===== src/rtl/tick_monitor.sv =====
// Measures rise-to-rise spacing of a one-cycle tick, checks it against NOMINAL +/- TOL,
// and reports lock, misses, timeouts and the measured period over a valid/ready port.
module tick_monitor #(
    parameter int WIDTH      = 21,
    parameter int NOMINAL    = 625001,
    parameter int TOL        = 16,
    parameter int TIMEOUT    = 1250002,
    parameter int LOCK_COUNT = 2
) (
    input  logic             fastclock,
    input  logic             reset_n,
    input  logic             tick_in,
    output logic [WIDTH-1:0] period,
    output logic             period_valid,
    input  logic             period_ready,
    output logic             locked,
    output logic             timeout,
    output logic             overrun,
    output logic [7:0]       miss_count
);

    localparam int GW = (LOCK_COUNT < 1) ? 1 : $clog2(LOCK_COUNT + 1);
    localparam logic [WIDTH-1:0] PERIOD_LO = WIDTH'(NOMINAL - TOL);
    localparam logic [WIDTH-1:0] PERIOD_HI = WIDTH'(NOMINAL + TOL);
    localparam logic [WIDTH-1:0] CNT_TMO   = WIDTH'(TIMEOUT);
    localparam logic [WIDTH-1:0] CNT_MAX   = '1;
    localparam logic [GW-1:0]    GOOD_MAX  = GW'(LOCK_COUNT);

    typedef enum logic {
        SEEK = 1'b0,
        MEAS = 1'b1
    } state_t;

    state_t           state;
    state_t           state_next;
    logic             tick_d;
    logic             rise;
    logic             capture;
    logic             expire;
    logic             in_range;
    logic [WIDTH-1:0] cnt;
    logic [GW-1:0]    good_run;
    logic [GW-1:0]    good_next;

    function automatic logic [7:0] sat_inc8(input logic [7:0] v);
        return (v == 8'hFF) ? v : v + 8'd1;
    endfunction

    function automatic logic [GW-1:0] sat_inc_good(input logic [GW-1:0] v);
        return (v >= GOOD_MAX) ? GOOD_MAX : v + GW'(1);
    endfunction

    assign rise      = tick_in & ~tick_d;
    assign in_range  = (cnt >= PERIOD_LO) && (cnt <= PERIOD_HI);
    assign good_next = sat_inc_good(good_run);

    // A rise that coincides with cnt == TIMEOUT is a measurement, not a timeout.
    always_comb begin
        state_next = state;
        capture    = 1'b0;
        expire     = 1'b0;
        case (state)
            SEEK: begin
                if (rise) state_next = MEAS;
            end
            MEAS: begin
                if (rise) begin
                    capture = 1'b1;
                end else if (cnt == CNT_TMO) begin
                    expire     = 1'b1;
                    state_next = SEEK;
                end
            end
            default: state_next = SEEK;
        endcase
    end

    always_ff @(posedge fastclock or negedge reset_n) begin
        if (!reset_n) begin
            state <= SEEK;
        end else begin
            state <= state_next;
        end
    end

    // cnt reads as the rise-to-rise distance on the cycle of the next rise.
    always_ff @(posedge fastclock or negedge reset_n) begin
        if (!reset_n) begin
            cnt <= '0;
        end else if (rise) begin
            cnt <= WIDTH'(1);
        end else if (cnt != CNT_MAX) begin
            cnt <= cnt + WIDTH'(1);
        end
    end

    always_ff @(posedge fastclock or negedge reset_n) begin
        if (!reset_n) begin
            tick_d       <= 1'b0;
            period       <= '0;
            period_valid <= 1'b0;
            locked       <= 1'b0;
            timeout      <= 1'b0;
            overrun      <= 1'b0;
            miss_count   <= 8'd0;
            good_run     <= '0;
        end else begin
            tick_d  <= tick_in;
            timeout <= expire;
            if (capture) begin
                period       <= cnt;
                period_valid <= 1'b1;
                if (period_valid && !period_ready) overrun <= 1'b1;
                if (in_range) begin
                    good_run <= good_next;
                    if (good_next == GOOD_MAX) locked <= 1'b1;
                end else begin
                    good_run   <= '0;
                    locked     <= 1'b0;
                    miss_count <= sat_inc8(miss_count);
                end
            end else begin
                if (period_valid && period_ready) period_valid <= 1'b0;
                if (expire) begin
                    good_run   <= '0;
                    locked     <= 1'b0;
                    miss_count <= sat_inc8(miss_count);
                end
            end
        end
    end

endmodule

===== config.mk =====
export PLATFORM = sky130hd
export DESIGN_NAME = tick_monitor
export DESIGN_NICKNAME = d
export VERILOG_FILES = /design/src/rtl/tick_monitor.sv
export SDC_FILE = /design/constraint.sdc
export NUM_CORES = 1
export LEC_CHECK = 0
export ABC_AREA = 1
export CORE_MARGIN = 2
export CORE_UTILIZATION = 30
export DETAILED_ROUTE_END_ITERATION = 8
export GPL_TIMING_DRIVEN = 0
export PLACE_DENSITY = 0.48
export RECOVER_POWER = 100
export SLEW_MARGIN = 20
export SYNTH_ARGS = -nofsm -noshare
export SYNTH_HDL_FRONTEND = slang
export SYNTH_SLANG_ARGS = --single-unit

===== constraint.sdc =====
create_clock -name fastclock -period 1.8 [get_ports fastclock]
set_input_delay 0.18 -clock fastclock [delete_from_list [all_inputs] [get_ports fastclock]]
set_output_delay 0.18 -clock fastclock [all_outputs]
set_load 0.02 [all_outputs]

==> impl_metrics.ini <==
[status]
run_status = completed

[worst_setup_path]
critPathMaxFanout = 7
levels_on_crit_path = 9
path_delay_family = simple AND/OR/NAND/NOR gates
cp-end-kind = register
critical_path_startpoint_category = register
ordered_list_of_cells_on_the_worst_path = buf_6, ha_4, nand3_2, nor3_2, nand3_1, nand3_4, nand3_4, or2_4, nand2_1
crit_path_frequent_cell = sky130_fd_sc_hd__nand3_4
timing.critical_path.buf_inv = 1
slowest_delay_ns = 0.45
worst_reg_to_reg_path_cell_count = 9
worst-endpoint-arrival_ns = 2.02
critical_path.slowest_cell = sky130_fd_sc_hd__dfrtp_2
path_class = register to register
timing.critical_path.required_ns = 2.07

[pwr]
worst_ir_drop_vdd_uv = 402
switching_share = 0.324
sequential_group_share_of_total_power = 0.438
internal_power_uw = 2460
p_per_area_mw_per_mm2 = 887
static-leakage-power_uw = 0.00182
power.share.combinational = 0.214
switchingPower_uw = 1180
clock_power_share = 0.348

[synth]
synthSimpleGateAreaFrac = 0.336
yosysWarnings = 0
asyncSetResetFlopFracSynth = 1.00
synth_top_family_by_area = simple AND/OR/NAND/NOR gates
synth_cell_types = 30
count_leader_synth = sky130_fd_sc_hd__nand2_1
synth_largest_type_area_fraction = 0.480
post_synth_main_area_contributors = sky130_fd_sc_hd__dfrtp_1 48%, sky130_fd_sc_hd__nand2_1 13%, sky130_fd_sc_hd__nor2_1 5.3%
syn_area_mm2 = 0.00302
synth.net_count = 392
compound_gate_fraction_of_synth_area = 0.0919
synth_mux_area_frac = 0
synth-seq-cells = 58
number_of_enable_flip_flop_cells_after_synthesis = 0
synth_common_cells = 104 x sky130_fd_sc_hd__nand2_1, 58 x sky130_fd_sc_hd__dfrtp_1, 43 x sky130_fd_sc_hd__nor2_1
synth_top_flop_cell = sky130_fd_sc_hd__dfrtp_1
synth_sequential_area_ratio = 0.480
synth_xor_area_frac = 0.0145
yosysTopAreaCell = sky130_fd_sc_hd__dfrtp_1
post_synth_adder_cell_area = 0.0166
average_instance_area_after_synthesis_um2 = 7.87
synthCells = 384

[placement]
dp.cells = 554
buffer_ports.inserted = 36
place.gp.congestion = 0.891
detailed_place_hpwl_um = 6380

[grt]
largest_net_degree_at_the_start_of_global_routing = 34
gr-total-overflow = 0
grt_antenna_before_repair = 0
grt_first_pass_wirelength_um = 14200
first_global_vias = 2691
grtUsageTotal = 0.167

[die]
num_rows = 36
io-pin-count = 37
die_height_um = 104
die_area_mm2 = 0.0109
initial_core_util = 0.309
area_of_the_core_region_mm2 = 0.00977
fp.dieW_um = 104

[detailed_routing]
drt.antenna.violating_nets = 0
post_drt_via_cell_ratio = 5.06
drt_first_pass_iters = 5
vias = 2982
wl_per_cell_um = 15.3
wirelength_um = 9030
drc = 0
detailedRoute.firstIterationViolations = 150

[finish]
layout-area-overhead-vs-synth_pct = 35.9
design.final.nets = 459
antenna_cells = 0
share_of_post_route_cells_with_drive_strength_above_1 = 0.219
final_cell_count_no_fill = 589
fillCellCount = 1007

[clocking]
tritoncts = built
cts-root-buf = sky130_fd_sc_hd__clkbuf_8
ctsHtreeMaxLevel = 3
clock_sink_count = 58
clock_tree.buffer_depth = 2
tritoncts.num_buffers = 9
clock_transition_time_at_the_flip_flop_clock_pins_of_the_worst_setup_and_hold_paths_ns = 0.07
clkLatencyLatePin_ns = 0.35

[flow_run]
maxCapViolations = 0

[worst_hold_path]
hold_crit_class = primary input to async pin

[sta]
drv_slew = 0
timing.hold.ws_ns = 0.413
grt_setup_unrepaired = true
max_freq_mhz = 572
finalSetupViolations = 0
max_slew.worst_pin.slew_ns = 0.702
period_share = 0.971
hold_viol_final = 0
clock-skew-final_ns = 0.0139
max-slew-margin-rel = 0.532
min_period_ns = 1.75
==> worst paths after layout <==
check | end | start | slack, ns
max | good_run[1] | cnt[0] | 0.05
max in group asynchronous | cnt[16] | reset_n | 0.37
max reg2reg | good_run[1] | cnt[0] | 0.05
min in group fastclock | tick_d | tick_in | 0.42
min reg2reg | locked | locked | 0.48
min | cnt[4] | reset_n | 0.41
==> per-stage QoR <==
stage | instance area [µm²] | util | setup TNS, ns | setup WS [ns] | power, µW
after floorplan | 3020 | - | 0 | 0.190 | 1950
after global placement | 3550 | 0.363 | -101.78 | -1.46 | 2270
after detailed placement | 3570 | 0.365 | -16.50 | -0.417 | 2280
after CTS | 3860 | 0.395 | 0 | 0.0109 | 3590
after global routing | 4110 | 0.420 | -0.251 | -0.0480 | 3810
final | 4110 | 0.420 | 0 | 0.0527 | 3640
==> routing by layer <==
layer	share of wire	GRT usage
met4	0.020	0.0531
met3	0.052	0.0445
met5	0	0
met2	0.45	0.250
met1	0.48	0.233
==> registers in the layout (all words and copies together), names as in the netlist <==
signal	count
state	1
period	21
timeout	1
miss_count	8
period_valid	1
tick_d	1
overrun	1
good_run	2
cnt	21
locked	1
==> what timing repair did <==
item	4_1_cts	5_1_grt
cloned	0	1
resized for setup	13	52
endpoints found under the setup margin	52	52
setup buffers	5	12
pin swaps	3	10
hold buffers	1	0
hold endpoints to repair	25	0
==> power by group through the flow <==
stage                     Sequential, µW  Clock (µW)  Combinational, µW
after CTS                           1580        1290                721
after detailed placement            1590           0                691
after global placement              1590           0                679
final                               1600        1270                780
after floorplan                     1660           0                289
after global routing                1620        1340                855
==> layout make-up <==
| type | instances | area [µm²] | area share |
|---|---|---|---|
| Multi-Input combinational cell | 278 | 1550 | 0.377 |
| Sequential cell | 58 | 1470 | 0.357 |
| Timing Repair Buffer | 56 | 509 | 0.124 |
| Tap cell | 133 | 166 | 0.0405 |
| Inverter | 40 | 160 | 0.0390 |
| Clock buffer | 11 | 151 | 0.0369 |
| Buffer | 8 | 55.1 | 0.0134 |
| Clock inverter | 5 | 52.6 | 0.0128 |
==> layout by cell type (no fill, tap or decap), drive strengths merged, types with 10 or more instances in the layout <==
| master | count |
|---|---|
| nand4 | 19 |
| nor2 | 48 |
| o21ai | 28 |
| dlygate4sd3 | 27 |
| buf | 21 |
| dfrtp | 58 |
| nand2 | 105 |
| inv | 39 |
| o31ai | 11 |
| nor3 | 10 |
| clkbuf | 18 |
| nand3 | 28 |
==> logic make-up (layout without fill, tap and decap cells) <==
| kind of cell | Yosys count | count (layout) |
|---|---|---|
| xor+xnor | 5 | 5 |
| compound gates | 48 | 48 |
| buf+inv | 48 | 120 |
| flops | 58 | 58 |
| fa+ha+maj | 4 | 4 |
| simple gates | 221 | 221 |
Power figures use the tool's default switching activity.
